===== src/rtl/alu_result_fifo.sv =====
// ============================================================================
// Module   : alu_result_fifo
// Purpose  : First-word-fall-through result buffer for the 4-bit arithmetic
//            unit. Each accepted {result, op} pair is stored, and the head
//            entry's zero/negative flags are derived from its result, so the
//            flags always agree with out_result.
// Ports    : clk, rst (async, active-high)
//            in_valid / in_ready / in_result[3:0] / in_op[1:0]   - upstream
//            out_valid / out_ready / out_result[3:0] / out_op[1:0]
//            out_zero / out_neg                                   - downstream
//            level[$clog2(DEPTH):0]  - entries currently stored
//            accept_cnt[7:0]         - accepted transfers, wraps 255 -> 0
// Params   : DEPTH (power of two, >= 2), DROP_NOP (discard op 2'b10 entries)
// Revision : 1.0 - initial release
// ============================================================================
`default_nettype none

module alu_result_fifo #(
    parameter int DEPTH    = 4,
    parameter bit DROP_NOP = 1'b0
) (
    input  logic                     clk,
    input  logic                     rst,
    input  logic                     in_valid,
    output logic                     in_ready,
    input  logic [3:0]               in_result,
    input  logic [1:0]               in_op,
    output logic                     out_valid,
    input  logic                     out_ready,
    output logic [3:0]               out_result,
    output logic [1:0]               out_op,
    output logic                     out_zero,
    output logic                     out_neg,
    output logic [$clog2(DEPTH):0]   level,
    output logic [7:0]               accept_cnt
);

    localparam int c_aw = $clog2(DEPTH);
    localparam int c_lw = c_aw + 1;
    localparam logic [c_lw-1:0] c_full = c_lw'(DEPTH);
    localparam logic [1:0]      c_op_nop = 2'b10;

    // Entry layout: {op[1:0], result[3:0]}
    logic [5:0]      r_mem [DEPTH];
    logic [c_aw-1:0] r_wr_ptr;
    logic [c_aw-1:0] r_rd_ptr;
    logic [c_lw-1:0] r_level;
    logic [7:0]      r_accept_cnt;

    logic       w_push;
    logic       w_store;
    logic       w_pop;
    logic [5:0] w_head;

    // in_ready depends only on registered occupancy, so a full FIFO never
    // accepts on the same cycle it is popped.
    assign in_ready  = (r_level != c_full);
    assign out_valid = (r_level != '0);

    assign w_push  = in_valid & in_ready;
    // A dropped no-op still completes its handshake; it just isn't stored.
    assign w_store = w_push & ~(DROP_NOP & (in_op == c_op_nop));
    assign w_pop   = out_valid & out_ready;

    // Storage array carries no reset; occupancy tracking makes stale
    // contents invisible.
    always_ff @(posedge clk) begin
        if (w_store && !rst) begin
            r_mem[r_wr_ptr] <= {in_op, in_result};
        end
    end

    always_ff @(posedge clk or posedge rst) begin
        if (rst) begin
            r_wr_ptr     <= '0;
            r_rd_ptr     <= '0;
            r_level      <= '0;
            r_accept_cnt <= '0;
        end else begin
            if (w_push) begin
                r_accept_cnt <= r_accept_cnt + 8'd1;
            end
            // Pointers wrap naturally because DEPTH is a power of two.
            if (w_store) begin
                r_wr_ptr <= r_wr_ptr + c_aw'(1);
            end
            if (w_pop) begin
                r_rd_ptr <= r_rd_ptr + c_aw'(1);
            end
            case ({w_store, w_pop})
                2'b10:   r_level <= r_level + c_lw'(1);
                2'b01:   r_level <= r_level - c_lw'(1);
                default: r_level <= r_level;
            endcase
        end
    end

    assign w_head = r_mem[r_rd_ptr];

    // Head outputs are forced to zero while empty.
    assign out_result = out_valid ? w_head[3:0] : 4'd0;
    assign out_op     = out_valid ? w_head[5:4] : 2'd0;
    assign out_zero   = out_valid & (w_head[3:0] == 4'd0);
    assign out_neg    = out_valid & w_head[3];

    assign level      = r_level;
    assign accept_cnt = r_accept_cnt;

endmodule

`default_nettype wire


===== config.mk =====
export PLATFORM = sky130hd
export DESIGN_NAME = alu_result_fifo
export DESIGN_NICKNAME = d
export VERILOG_FILES = /design/src/rtl/alu_result_fifo.sv
export SDC_FILE = /design/constraint.sdc
export NUM_CORES = 1
export LEC_CHECK = 0
export BUFFER_PORTS_ARGS = -buffer_cell sky130_fd_sc_hd__buf_2
export CORE_MARGIN = 2
export CORE_UTILIZATION = 45
export CTS_CLUSTER_SIZE = 24
export DETAILED_ROUTE_END_ITERATION = 10
export HOLD_SLACK_MARGIN = 0.02
export PLACE_DENSITY = 0.73
export SETUP_SLACK_MARGIN = 0.02
export SLEW_MARGIN = 0
export SYNTH_ARGS = -nofsm -noshare
export SYNTH_HDL_FRONTEND = slang
export SYNTH_SLANG_ARGS = --single-unit
export TNS_END_PERCENT = 5

===== constraint.sdc =====
create_clock -name clk -period 3.9 [get_ports clk]
set_input_delay 0.39 -clock clk [delete_from_list [all_inputs] [get_ports clk]]
set_output_delay 0.39 -clock clk [all_outputs]
set_load 0.005 [all_outputs]

==> results of run 1 <==
path summary, 6_finish.rpt:
| kind | cells after the start | slack (ns) | end | startpoint |
|---|---|---|---|---|
| hold / removal | 2 | 0.21 | level[0] | rst |
| max in group asynchronous | 2 | 3.30 | r_wr_ptr[1] | rst |
| hold reg to reg | 1 | 0.48 | accept_cnt[7] | accept_cnt[7] |
| setup / recovery | 4 | 1.51 | out_zero | r_rd_ptr[0] |
| min in group clk | 1 | 0.32 | r_mem[0][0] | in_result[0] |
| setup reg to reg | 9 | 1.64 | level[2] | level[0] |
per-layer routing:
metal	vias to the layer above	track usage, %
met1	482	16.6
met3	2	3.24
li1	457	-
met2	15	25.0
met5	-	0
met4	0	6.77
where the power goes:
group | switching (mW) | internal [mW] | total, mW
logic | 0.214 | 0.277 | 0.490
registers | 0.109 | 0.542 | 0.651
clock network | 0.129 | 0.143 | 0.272
total | 0.452 | 0.961 | 1.41
flip-flops by register name (all words and copies together) (netlist names):
register    count
accept_cnt      8
level           3
r_mem          24
r_rd_ptr        2
r_wr_ptr        2
area by class of cell:
type / count / area (um^2)
Inverter: 7 / 26.3
Timing Repair Buffer: 30 / 150
Clock buffer: 7 / 86.3
Clock inverter: 1 / 5.00
Multi-Input combinational cell: 58 / 577
Tap cell: 48 / 60.1
Fill cell: 317 / 1660
Sequential cell: 39 / 1100
through the flow:
stage	instance area, um^2	util (%)
floorplan	1730	-
global placement	1910	52.2
detailed placement	1910	52.2
CTS	2000	54.6
global route	2000	54.6
finish	2000	54.6
synth_stat cells (2+ instances only):
library cell   n
clkbuf_1       2
mux4_1         3
ha_1           6
edfxtp_1      24
inv_1          7
xor2_1         6
nor3b_1        5
mux4_2         3
mux2_2         2
xnor2_1        7
nor4b_1        2
nand3_1        5
and3_1         2
and2_1         7
dfrtp_1       15
cells by family (layout without fill, tap and decap cells):
kind of cell	after synthesis	after routing	share of synthesized area, %
and+or+nand+nor	29	29	11.0
xor gates and xnor gates	13	13	6.60
buffers and inverters	11	45	3.05
muxes	9	9	10.4
adders and majority gates	7	7	5.51
DFF	39	39	63.5
critical path, cell delays in order, from the launching register on:
cell and delay (ns):
dfrtp_1 0.60, mux4_2 0.59, nor4_1 0.26, and2_1 0.16, buf_2 0.11
==> impl_metrics.json, run 1 <==
{
  "status": "finished clean",
  "grt_max_degree": 16,
  "die_x_um": 65.9,
  "ys_warn_count": 0,
  "htree_num_levels": 2,
  "gr-total-overflow": 0,
  "antenna_left": 0,
  "drtIter0Drc": 21,
  "setup_slack_ns": 1.51,
  "skew_ns": 0.00687,
  "p_leak_nw": 0.832,
  "timing.hold.ws_ns": 0.212,
  "top_layer": "met4",
  "nets": 158,
  "wire_per_inst_um": 14.9,
  "syn_nets": 125,
  "drive_above_1_share_pct": 31.7,
  "syn-cell-area_um2": 1730,
  "ios": 31,
  "insertion_delay_ns": 0.28,
  "syn2layout_area_growth_pct": 16.0,
  "worstPathRequired_ns": 3.51,
  "yosysSeqAreaShare_pct": 63.5,
  "routed_via_density": 5.03,
  "pre_cts_ws_ns": 1.67,
  "fmax_mhz": 419,
  "synthArstFlopShare_pct": 38.5,
  "vdd_drop_max_mv": 0.294,
  "die-area_um2": 4350,
  "dp_cells": 182,
  "first_pass_iters": 3,
  "clock_sinks": 39,
  "ys_types": 27,
  "cts_made_buffers": 5,
  "synthFlopType": "edfxtp_1",
  "synth_top_area_share_pct": 41.8,
  "setup_violations": 0,
  "max_cap_viol_count": 0,
  "portBuffers": 30,
  "root_buffer": "clkbuf_8",
  "crit_path_end_kind": "primary output",
  "synth_edf_count": 24,
  "synth_area_leader_cell": "edfxtp_1",
  "dpl.hpwl_mm": 2.06,
  "cp_max_fo": 8,
  "diodes": 0,
  "avgSynthCellArea_um2": 16.0,
  "hp-class": "input pin to async pin",
  "core_area_um2": 3660,
  "critPathKind": "register to primary output",
  "cts_hold_buf": 0,
  "slew_viol_final": 0,
  "start_kind": "register",
  "initial_core_util_pct": 47.1,
  "finalPower_mw": 1.41,
  "std_cell_rows": 22,
  "grt.total_usage_pct": 14.3,
  "fin_cells": 190,
  "grt_pass1_wl_mm": 4.46,
  "ys_ff_latch": 39,
  "syn_inst": 108,
  "num_vias": 956,
  "grt_pass1_vias": 961,
  "drc_errors": 0,
  "wl_met2_mm": 1.46,
  "rsz0062_at_grt": "no",
  "layout_common_cells": "buf_2, edfxtp_1, dfrtp_1",
  "power_density_nw_per_um2": 706,
  "finalSetupTns_ns": 0,
  "post_cts_buffers": 0,
  "wl_met1_mm": 1.25,
  "cts_tree": "yes",
  "synth.area.top_cells": "edfxtp_1, dfrtp_1, mux4_1",
  "final_common_cell": "buf_2",
  "hold_violations": 0,
  "slew_headroom_pct": 29.2,
  "cts.reportedPaths.clkPinSlew_ns": 0.07,
  "gp_congestion": 0.798,
  "wl_met3_um": 93,
  "grt_antenna_before_repair": 0,
  "clockBufferDepth": 2,
  "tightest_slew_ns": 1.06,
  "postRouteWirelength_mm": 2.82,
  "cts_resized": 0,
  "fin_crit_ns": 2.39,
  "fin_crit_sh_pct": 61.2,
  "arrival_ns": 2.00,
  "die_h_um": 65.9
}
(Power assumes the default switching activity.)
==> run 2: changes to the inputs <==
--- a/config.mk
+++ b/config.mk
@@ -11,7 +11,7 @@
 export CTS_CLUSTER_SIZE = 24
 export DETAILED_ROUTE_END_ITERATION = 10
 export HOLD_SLACK_MARGIN = 0.02
-export PLACE_DENSITY = 0.73
+export PLACE_DENSITY = 0.75
 export SETUP_SLACK_MARGIN = 0.02
 export SLEW_MARGIN = 0
 export SYNTH_ARGS = -nofsm -noshare
==> constraint.sdc (replaced) <==
create_clock -name clk -period 1.9 [get_ports clk]
set_input_delay 0.19 -clock clk [delete_from_list [all_inputs] [get_ports clk]]
set_output_delay 0.19 -clock clk [all_outputs]
set_load 0.005 [all_outputs]
==> impl_metrics.json, run 2 (synthesis results as in run 1) <==
{
  "status": "complete, but fails checks",
  "violations": "setup timing",
  "start_kind": "register",
  "hold_violations": 0,
  "layout_common_cells": "buf_2, edfxtp_1, dfrtp_1",
  "drc_errors": 0,
  "p_int_mw": 2.19,
  "worstPathRequired_ns": 1.71,
  "fillerInstances": 283,
  "gp_congestion": 0.762,
  "diodes": 0,
  "swShare_pct": 30.9,
  "max_cap_viol_count": 0,
  "dp_cells": 190,
  "critPathKind": "register to primary output",
  "finalPower_mw": 3.17,
  "path_delay_family": "multiplexers",
  "syn2layout_area_growth_pct": 23.6,
  "nets": 168,
  "cp_max_fo": 6,
  "p_comb_share_pct": 37.0,
  "portBuffers": 30,
  "clock_sinks": 39,
  "htree_num_levels": 2,
  "ios": 31,
  "finalSetupTns_ns": -0.288,
  "setup_violations": 3,
  "crit_path_end_kind": "primary output",
  "grt.total_usage_pct": 14.4,
  "critPathBufInv": 1,
  "power_density_nw_per_um2": 1480,
  "grt_antenna_before_repair": 0,
  "cp_slowest_cell": "mux4_2",
  "clockBufferDepth": 2,
  "worstSetupPathDepth": 4,
  "insertion_delay_ns": 0.28,
  "antenna_left": 0,
  "initial_core_util_pct": 47.1,
  "rr_endpoint": "level[2]",
  "timing.hold.ws_ns": 0.00419,
  "hp-class": "input pin to async pin",
  "dpl.hpwl_mm": 1.99,
  "finish.utilization_pct": 58.2,
  "fin_crit_ns": 2.01,
  "skew_ns": 0.00284,
  "cts.reportedPaths.clkPinSlew_ns": 0.07,
  "dpl_cell_area_um2": 1990,
  "power_switching_uw": 979,
  "fmax_mhz": 499,
  "die_x_um": 65.9,
  "crit_chain": "mux4_2 > nor4_2 > and2_1 > buf_2",
  "root_buffer": "clkbuf_8",
  "gr-total-overflow": 0,
  "core_area_um2": 3660,
  "setup_slack_ns": -0.105,
  "vdd_drop_max_mv": 0.768,
  "clockPowerShare_pct": 21.2,
  "wire_per_inst_um": 14.1,
  "r2r_start": "level[0]",
  "postRouteWirelength_mm": 2.81,
  "fin_crit_sh_pct": 106,
  "cts_hold_buf": 0,
  "cts_made_buffers": 5,
  "cts_tree": "yes",
  "routed_via_density": 4.93,
  "largest_reg_flops": 24,
  "num_vias": 986,
  "die_h_um": 65.9,
  "grt_pass1_wl_mm": 4.51,
  "drive_above_1_share_pct": 42.1,
  "final_common_cell": "buf_2",
  "rrSetupSlack_ns": 0.04,
  "slowest_delay_ns": 0.54,
  "pwr-share-seq_pct": 41.8,
  "crit_start": "r_rd_ptr[0]",
  "drtIter0Drc": 34,
  "regMostFlops": "r_mem",
  "die-area_um2": 4350,
  "worstRegToRegCells": 9,
  "fin_cells": 200,
  "std_cell_rows": 22,
  "p_leak_nw": 0.896,
  "grt_pass1_vias": 955,
  "slew_viol_final": 0,
  "first_pass_iters": 4,
  "tightest_slew_ns": 0.593,
  "rsz0062_at_grt": "yes",
  "final_cell_area_um2": 2130,
  "endpoint": "out_zero",
  "pre_cts_ws_ns": 0.0464,
  "slew_headroom_pct": 60.4,
  "grt_max_degree": 16,
  "arrival_ns": 1.82
}
==> run 2: area by class of cell <==
class                           count  area [um^2]  area share (%)
Sequential cell                    39         1100            51.5
Clock inverter                      3         43.8            2.05
Multi-Input combinational cell     58          611            28.6
Inverter                            7         26.3            1.23
Clock buffer                        5         68.8            3.23
Timing Repair Buffer               40          225            10.6
Tap cell                           48         60.1            2.82
==> run 2: power groups by stage <==
stage	registers, mW	clock network [mW]	logic [mW]
3_3_place_gp	1.33	0	1.09
3_5_place_dp	1.35	0	1.12
2_1_floorplan	1.27	0	0.810
5_1_grt	1.36	0.721	1.31
4_1_cts	1.33	0.682	1.13
6_report	1.32	0.670	1.17
==> run 2: worst reg2reg max path, stage by stage (launching register included) <==
cell and delay, ns:
dfrtp_1 0.44, nor3b_2 0.23, inv_2 0.10, nand2_4 0.08
ha_4 0.13, inv_2 0.04, fa_2 0.34, xor2_1 0.16
nor2_1 0.13, xor2_1 0.15
==> run 2: timing repair <==
item,in CTS,in global routing
endpoints found under the setup margin,8,8
setup buffers,0,2
gates resized for setup,1,2
==> run 2: worst min path at each step <==
stage	from	endpoint	slack, ns	cells after the start
finish	rst	r_wr_ptr[0]	0.004	2
global placement	rst	r_wr_ptr[1]	0.30	2
CTS	rst	r_wr_ptr[0]	0.02	2
floorplan	rst	accept_cnt[0]	0.09	1
global route	rst	r_wr_ptr[0]	0.07	2
detailed placement	rst	r_wr_ptr[0]	0.33	2
==> run 2: routing by layer <==
| metal | global-route usage, % | part of all wire [%] | up-vias |
|---|---|---|---|
| li1 | - | - | 477 |
| met1 | 19.2 | 45 | 482 |
| met2 | 22.1 | 49 | 20 |
| met3 | 2.56 | 4.3 | 7 |
| met4 | 8.59 | 2.3 | 0 |
| met5 | 0 | 0 | - |
